[config.mk]
export PLATFORM = sky130hd
export DESIGN_NAME = pipe_lzc_normalize
export DESIGN_NICKNAME = d
export VERILOG_FILES = /design/src/rtl/pipe_lzc_pkg.sv /design/src/rtl/pipe_lzc_shstage.sv /design/src/rtl/pipe_lzc_normalize.sv
export SDC_FILE = /design/constraint.sdc
export NUM_CORES = 1
export LEC_CHECK = 0
export ABC_AREA = 1
export BUFFER_PORTS_ARGS = -buffer_cell sky130_fd_sc_hd__buf_4
export CORE_ASPECT_RATIO = 0.9
export CORE_MARGIN = 3
export CORE_UTILIZATION = 34
export DETAILED_ROUTE_END_ITERATION = 10
export PLACE_DENSITY = 0.53
export SETUP_SLACK_MARGIN = 0.05
export SKIP_LAST_GASP = 1
export SYNTH_ARGS = -nofsm -noshare
export SYNTH_HDL_FRONTEND = slang
export SYNTH_SLANG_ARGS = --single-unit
[constraint.sdc]
create_clock -name clk -period 2.45 [get_ports clk]
set_input_delay 0.6125 -clock clk [delete_from_list [all_inputs] [get_ports clk]]
set_output_delay 0.6125 -clock clk [all_outputs]
set_load 0.02 [all_outputs]
[src/rtl/pipe_lzc_pkg.sv]
// Shared definitions for pipe_lzc and its downstream normalisation stage.
//   lzc_lat(size)      : pipeline latency of pipe_lzc for a given operand width
//   lzc_out_size(size) : width of the leading-zero count
//   sh_bundle_t        : one shifter-stage payload at the default widths
//                        (SIZE=64, EXP_W=11); also serves as a scoreboard entry
package pipe_lzc_pkg;

  function automatic int lzc_lat(input int size);
    return (size < 7) ? 1 : ($clog2(size - 2) + 1) / 2;
  endfunction

  function automatic int lzc_out_size(input int size);
    return $clog2(size + 1);
  endfunction

  localparam int DEF_SIZE     = 64;
  localparam int DEF_EXP_W    = 11;
  localparam int DEF_OUT_SIZE = lzc_out_size(DEF_SIZE);

  typedef struct packed {
    logic [DEF_SIZE-1:0]     data;
    logic [DEF_EXP_W-1:0]    expo;
    logic [DEF_OUT_SIZE-1:0] shamt_rem;
    logic                    zero;
    logic                    denorm;
    logic                    valid;
  } sh_bundle_t;

endpackage

[src/rtl/pipe_lzc_shstage.sv]
// One registered stage of the normalising left shifter.
// Stage K shifts by shamt_in[2K+1:2K] * 4^K with zero fill and clears those
// bits from the residual shift amount it forwards. When OUT_SIZE is odd the
// mask for the last stage naturally drops the non-existent high bit.
// Ports:
//   clk, rst_n                  clock, async active-low reset
//   data_in/exp_in/shamt_in     payload from the previous stage
//   zero_in/denorm_in/valid_in  flags from the previous stage
//   *_out                       registered payload/flags for the next stage
// RST_DATA=1 resets the payload and flags as well as valid (used on the
// output stage so the block outputs read 0 during reset).
module pipe_lzc_shstage
  import pipe_lzc_pkg::*;
#(
  parameter int SIZE     = 64,
  parameter int OUT_SIZE = 7,
  parameter int EXP_W    = 11,
  parameter int K        = 0,
  parameter bit RST_DATA = 1'b0
) (
  input  logic                clk,
  input  logic                rst_n,
  input  logic [SIZE-1:0]     data_in,
  input  logic [EXP_W-1:0]    exp_in,
  input  logic [OUT_SIZE-1:0] shamt_in,
  input  logic                zero_in,
  input  logic                denorm_in,
  input  logic                valid_in,
  output logic [SIZE-1:0]     data_out,
  output logic [EXP_W-1:0]    exp_out,
  output logic [OUT_SIZE-1:0] shamt_out,
  output logic                zero_out,
  output logic                denorm_out,
  output logic                valid_out
);

  localparam logic [OUT_SIZE-1:0] STEP_MASK = OUT_SIZE'(3) << (2 * K);

  logic [OUT_SIZE-1:0] step_amt;
  logic [SIZE-1:0]     data_sh;

  // Masking keeps the shift at a multiple of 4^K without slicing the amount.
  assign step_amt = shamt_in & STEP_MASK;
  assign data_sh  = data_in << step_amt;

  always_ff @(posedge clk or negedge rst_n) begin
    if (!rst_n) valid_out <= 1'b0;
    else        valid_out <= valid_in;
  end

  if (RST_DATA) begin : g_rst
    always_ff @(posedge clk or negedge rst_n) begin
      if (!rst_n) begin
        data_out   <= '0;
        exp_out    <= '0;
        shamt_out  <= '0;
        zero_out   <= 1'b0;
        denorm_out <= 1'b0;
      end else begin
        data_out   <= data_sh;
        exp_out    <= exp_in;
        shamt_out  <= shamt_in & ~STEP_MASK;
        zero_out   <= zero_in;
        denorm_out <= denorm_in;
      end
    end
  end else begin : g_nrst
    always_ff @(posedge clk) begin
      data_out   <= data_sh;
      exp_out    <= exp_in;
      shamt_out  <= shamt_in & ~STEP_MASK;
      zero_out   <= zero_in;
      denorm_out <= denorm_in;
    end
  end

endmodule

[src/rtl/pipe_lzc_normalize.sv]
// Normalisation stage downstream of pipe_lzc.
// The operand and exponent are delayed LZC_LATENCY cycles so they line up with
// the leading-zero count from pipe_lzc, the shift is clamped to the exponent
// (giving a denormal instead of a negative exponent), and a 2-bit-per-stage
// pipelined shifter moves the leading one to the MSB.
// Latency LZC_LATENCY + 1 + SH_STAGES, one beat per clock, no back-pressure.
// Ports:
//   clk, rst_n   clock, async active-low reset
//   din          raw operand (same value driven into pipe_lzc this cycle)
//   exp_in       biased exponent of din
//   valid_in     din/exp_in qualifier
//   lzc          pipe_lzc result for the din given LZC_LATENCY cycles earlier
//   dout         normalised operand
//   exp_out      adjusted exponent
//   zero         operand was all zeros
//   denorm       shift was clamped by the exponent
//   valid_out    output qualifier
module pipe_lzc_normalize
  import pipe_lzc_pkg::*;
#(
  parameter int SIZE        = 64,
  parameter int OUT_SIZE    = lzc_out_size(SIZE),
  parameter int EXP_W       = 11,
  parameter int LZC_LATENCY = lzc_lat(SIZE),
  parameter int SH_STAGES   = (OUT_SIZE + 1) / 2
) (
  input  logic                clk,
  input  logic                rst_n,
  input  logic [SIZE-1:0]     din,
  input  logic [EXP_W-1:0]    exp_in,
  input  logic                valid_in,
  input  logic [OUT_SIZE-1:0] lzc,
  output logic [SIZE-1:0]     dout,
  output logic [EXP_W-1:0]    exp_out,
  output logic                zero,
  output logic                denorm,
  output logic                valid_out
);

  localparam int CMP_W = (OUT_SIZE > EXP_W) ? OUT_SIZE : EXP_W;

  // ---------------------------------------------------------------- delay line
  logic [SIZE-1:0]        dl_din [LZC_LATENCY];
  logic [EXP_W-1:0]       dl_exp [LZC_LATENCY];
  logic [LZC_LATENCY-1:0] dl_valid;

  always_ff @(posedge clk or negedge rst_n) begin
    if (!rst_n) begin
      dl_valid <= '0;
    end else begin
      dl_valid[0] <= valid_in;
      for (int i = 1; i < LZC_LATENCY; i++) dl_valid[i] <= dl_valid[i-1];
    end
  end

  always_ff @(posedge clk) begin
    dl_din[0] <= din;
    dl_exp[0] <= exp_in;
    for (int i = 1; i < LZC_LATENCY; i++) begin
      dl_din[i] <= dl_din[i-1];
      dl_exp[i] <= dl_exp[i-1];
    end
  end

  // --------------------------------------------------------------- clamp stage
  logic [SIZE-1:0]     al_din;
  logic [EXP_W-1:0]    al_exp;
  logic                al_valid;
  logic [CMP_W-1:0]    lzc_c;
  logic [CMP_W-1:0]    exp_c;
  logic                is_zero;
  logic                over;
  logic [OUT_SIZE-1:0] shamt_d;
  logic [EXP_W-1:0]    exp_adj_d;

  assign al_din   = dl_din[LZC_LATENCY-1];
  assign al_exp   = dl_exp[LZC_LATENCY-1];
  assign al_valid = dl_valid[LZC_LATENCY-1];

  assign lzc_c   = CMP_W'(lzc);
  assign exp_c   = CMP_W'(al_exp);
  assign is_zero = (lzc_c == CMP_W'(SIZE));
  assign over    = (lzc_c > exp_c);

  // When clamped, shamt = exp_in < lzc <= SIZE, so it fits OUT_SIZE bits and
  // the subtraction below cannot underflow.
  assign shamt_d   = is_zero ? '0 : (over ? OUT_SIZE'(al_exp) : lzc);
  assign exp_adj_d = is_zero ? '0 : al_exp - EXP_W'(shamt_d);

  logic                cl_valid;
  logic [SIZE-1:0]     cl_data;
  logic [EXP_W-1:0]    cl_exp;
  logic [OUT_SIZE-1:0] cl_shamt;
  logic                cl_zero;
  logic                cl_denorm;

  always_ff @(posedge clk or negedge rst_n) begin
    if (!rst_n) cl_valid <= 1'b0;
    else        cl_valid <= al_valid;
  end

  // lzc has no qualifier and pipe_lzc is not reset, so it is only looked at
  // when the aligned valid is high.
  always_ff @(posedge clk) begin
    if (al_valid) begin
      cl_data   <= is_zero ? '0 : al_din;
      cl_exp    <= exp_adj_d;
      cl_shamt  <= shamt_d;
      cl_zero   <= is_zero;
      cl_denorm <= over && !is_zero;
    end
  end

  // ------------------------------------------------------------------ shifter
  logic [SIZE-1:0]     st_data   [SH_STAGES];
  logic [EXP_W-1:0]    st_exp    [SH_STAGES];
  logic [OUT_SIZE-1:0] st_shamt  [SH_STAGES];
  logic                st_zero   [SH_STAGES];
  logic                st_denorm [SH_STAGES];
  logic                st_valid  [SH_STAGES];

  for (genvar k = 0; k < SH_STAGES; k++) begin : g_sh
    logic [SIZE-1:0]     d_i;
    logic [EXP_W-1:0]    e_i;
    logic [OUT_SIZE-1:0] s_i;
    logic                z_i;
    logic                dn_i;
    logic                v_i;

    if (k == 0) begin : g_first
      assign d_i  = cl_data;
      assign e_i  = cl_exp;
      assign s_i  = cl_shamt;
      assign z_i  = cl_zero;
      assign dn_i = cl_denorm;
      assign v_i  = cl_valid;
    end else begin : g_next
      assign d_i  = st_data[k-1];
      assign e_i  = st_exp[k-1];
      assign s_i  = st_shamt[k-1];
      assign z_i  = st_zero[k-1];
      assign dn_i = st_denorm[k-1];
      assign v_i  = st_valid[k-1];
    end

    pipe_lzc_shstage #(
      .SIZE     (SIZE),
      .OUT_SIZE (OUT_SIZE),
      .EXP_W    (EXP_W),
      .K        (k),
      .RST_DATA (k == SH_STAGES - 1)
    ) u_stage (
      .clk        (clk),
      .rst_n      (rst_n),
      .data_in    (d_i),
      .exp_in     (e_i),
      .shamt_in   (s_i),
      .zero_in    (z_i),
      .denorm_in  (dn_i),
      .valid_in   (v_i),
      .data_out   (st_data[k]),
      .exp_out    (st_exp[k]),
      .shamt_out  (st_shamt[k]),
      .zero_out   (st_zero[k]),
      .denorm_out (st_denorm[k]),
      .valid_out  (st_valid[k])
    );
  end

  // The residual shift amount is fully consumed by the last stage.
  logic [OUT_SIZE-1:0] unused_shamt;
  assign unused_shamt = st_shamt[SH_STAGES-1];

  assign dout      = st_data[SH_STAGES-1];
  assign exp_out   = st_exp[SH_STAGES-1];
  assign zero      = st_zero[SH_STAGES-1];
  assign denorm    = st_denorm[SH_STAGES-1];
  assign valid_out = st_valid[SH_STAGES-1];

endmodule
==> impl_results.md <==
* Run status: finished, violations left
* Failing checks: setup timing
* Final period utilization at 106%
* Register area at 0.0140 sq mm
* DIE HEIGHT at 234 um
* Combined global-route utilization of all metal layers at about an eighth
* Number of vias per cell at 4.17
* Buffer cell driving the clock tree root: clkbuf_16
* Worst-case vdd ir drop at 640 uV
* DR iter-0 viols at 608
* DRC violation count after routing at 0
* Via count of the first global-routing pass at 11.6k
* Remaining antenna violation count after routing at 0
* Gate count after technology mapping at 1697
* Clock sink count at 634
* Fraction of the yosys area taken by sequential cells at 71.1%
* Grt total ovfl at 0
* Wire length of the first global-routing pass at about 63000 um
* Count of hold-fix buffers inserted at cts at 0
* Final number of max-transition violations at 0
* Routed wire length at between 30000 and 40000 um
* Fmax achieved at 386 MHz
* Post-synth EDFFs at 84
* Worst Skew at approximately 14 ps
* Power density relative to cell area at around 970 mW/mm^2
* Worst setup slack for register-to-register paths at -140 ps
* Smallest hold slack at 2.40 ps
* Highest-count cells in the layout ignoring fill and taps: dfxtp_1 (456), buf_4 (232), inv_1 (206), nor2_1 (191), mux2i_1 (164)
* Largest net degree at the start of global routing at 77
* Area of the core at 0.0564 sq mm
* Synth Flop Type: dfxtp_1
* RSZ-0062 raised after global routing: true
* Normalized max-slew margin at 52.1%
* Clock Latency Late Sink at ~590 ps
* Final Critical Period at about 2600 ps
* Clock Tree Buf Depth at 3
* Number of core rows at 82
* Yosys synthesis warning count at 0
* Tightest Pin Transition at 718 ps
* CTS tree: yes
* Post-Syn Area at about 0.02 sq mm
* Starting utilization of the core area at 34.8%
* Count of pins on the block boundary at 163
* Synthesized flop and latch total at 634
* Max-cap violations at 0
* Final-report setup violation count at 8
* Number of port buffers at 162
* Worst-path fanout max at 7
* Drt wl/cell at 14.3 um
* Hold Fails Final Rpt at 0
* DP Cell Count at 2612
* Post-route cell area at 0.0246 sq mm
* Global placer's final weighted congestion at 0.830
* Post-route insts no fill at 2736
* Arrival time of the worst setup path at 2940 ps
* Final setup margin at -141 ps
* Asr flop ratio synth at a little over an eighth
* Filler cell count in the final layout at roughly 5.3k
* Area Overhead vs Synth at 25.2%
* Net count, final at ~2.0k
* Data required time of the worst path at 2800 ps
* CP Launch Type: flop
* Crit path kind: flop to flop
* Leading cell type in the layout, fill and taps excluded: dfxtp_1
* Pre-Repair DR Iteration Count at 7
* Fraction of layout instances using a drive strength above 1 at 21.5%
* Critical Path Sink Type: flop
* Mean Syn Cell Area at 11.6 sq um
* DP Worst Slack at -625 ps
* Number of diodes at 0
* Number of antenna violations at the first check in global routing at 0
* Maximum level of the CTS H-tree at 3
* Net count after synthesis at 1797
* Multi-input combinational cell area at 0.00482 sq mm
* Total clock buffers created by CTS at 66
* Horizontal die dimension at 259 um
* Cell leakage power at around 11 nW
* Worst hold path class: input port to async pin
* HPWL after DPL at 28300 um
* Post-detailed-placement cell area at 0.0222 sq mm
* Total power after layout at 23.8 mW
* Via count at 11.4k
* Total die area at between 0.06 and 0.07 sq mm
* Clock input transition at the sequential cells of the worst setup and hold paths at 60 ps
* Unique masters post-synth at 35
==> routing by layer <==
metal  share of wire (%)  vias to the layer above  GRT usage [%]  wire length (um)
met5                   0                        -              0                 0
met4                 2.5                        0           4.55               995
met3                 4.5                       72           3.15              1750
met2                  42                      235           19.3             16500
met1                  51                     5221           18.7             19900
li1                    -                     5878              -                 -
==> flip-flops by register name (all words and copies together) (netlist names), 3 cells and up <==
name and flops:
cl_data 64, g_sh.u_stage.valid_out 4, dl_exp 33, g_sh.u_stage.zero_out 4, g_sh.u_stage.exp_out 44, g_sh.u_stage.denorm_out 4
dl_valid 3, cl_exp 11, cl_shamt 7, dl_din 192, g_sh.u_stage.shamt_out 9, g_sh.u_stage.data_out 256
==> cells in the mapped netlist, drive strengths merged, types with 4 or more instances <==
cell	n	area (sq um)
o31ai	4	30.0
ha	14	175
a21oi	55	287
a22oi	22	165
buf	53	295
nor3	8	40.0
o21ai	96	480
dfxtp	465	9310
nor2	201	769
clkbuf	22	83.8
nand2	162	621
edfxtp	84	2520
o32ai	4	35.0
or2	5	31.3
nand3	31	160
dfrtp	85	2130
mux2i	164	1640
inv	214	803
==> timing repair <==
item                       4_1_cts  5_1_grt
gates resized for setup         27       25
setup endpoints to repair       10       10
pin swaps                       11        8
setup buffers                    2        1
gates cloned                     0        0
==> critical path, cell delays in order (launching register included) <==
cell and delay (ps):
dfxtp_2 350, inv_4 50, ha_4 220, nand2_4 70
nor2_4 40, buf_6 110, a21oi_4 190, nand2_4 70
buf_4 170, nand2_1 100, nand3_2 110, fa_2 390
nand2_2 80, nand3_2 90, nand2_2 100, o21ai_1 80
nor2_1 100, nor2_1 50
==> cells by family after synthesis <==
group           after synthesis  synth area share, %
compound gates              183                 5.15
fa+ha+maj                    15                0.994
buf+inv                     290                 6.04
flops                       634                 71.1
mux                         164                 8.36
simple gates                411                 8.39
==> worst paths after layout <==
path	start	to	depth (start not counted)
setup / recovery	dl_exp[0][28]	cl_exp[6]	17
hold / removal	rst_n	g_sh[3].u_stage.exp_out[2]	1
setup reg to reg	dl_exp[0][28]	cl_exp[6]	17
hold reg to reg	g_sh[1].u_stage.zero_out	g_sh[2].u_stage.zero_out	0
max in group asynchronous	rst_n	g_sh[3].u_stage.data_out[40]	2
min in group clk	din[51]	dl_din[0][51]	1
==> cell type report <==
type | count | share of cell area, %
Timing Repair Buffer | 237 | 7.42
Clock inverter | 23 | 0.829
Clock buffer | 98 | 8.21
Tap cell | 756 | 3.85
Inverter | 215 | 3.29
Multi-Input combinational cell | 773 | 19.6
Sequential cell | 634 | 56.8
==> metrics by stage <==
step           utilization (%)  setup TNS, ps
2_1_floorplan                -          -1180
3_3_place_gp              39.3          -4590
3_5_place_dp              39.3          -4940
4_1_cts                   43.4          -1160
5_1_grt                   43.6          -2300
6_report                  43.6           -697
==> report_power, final <==
group	internal, mW	leakage, nW	switching [mW]	total [mW]
clock network	6.05	1.10	3.90	9.95
logic	0.801	4.43	1.12	1.93
registers	11.5	5.83	0.388	11.9
total	18.4	11.4	5.41	23.8
Note: power is estimated with default switching activity, not from simulation.
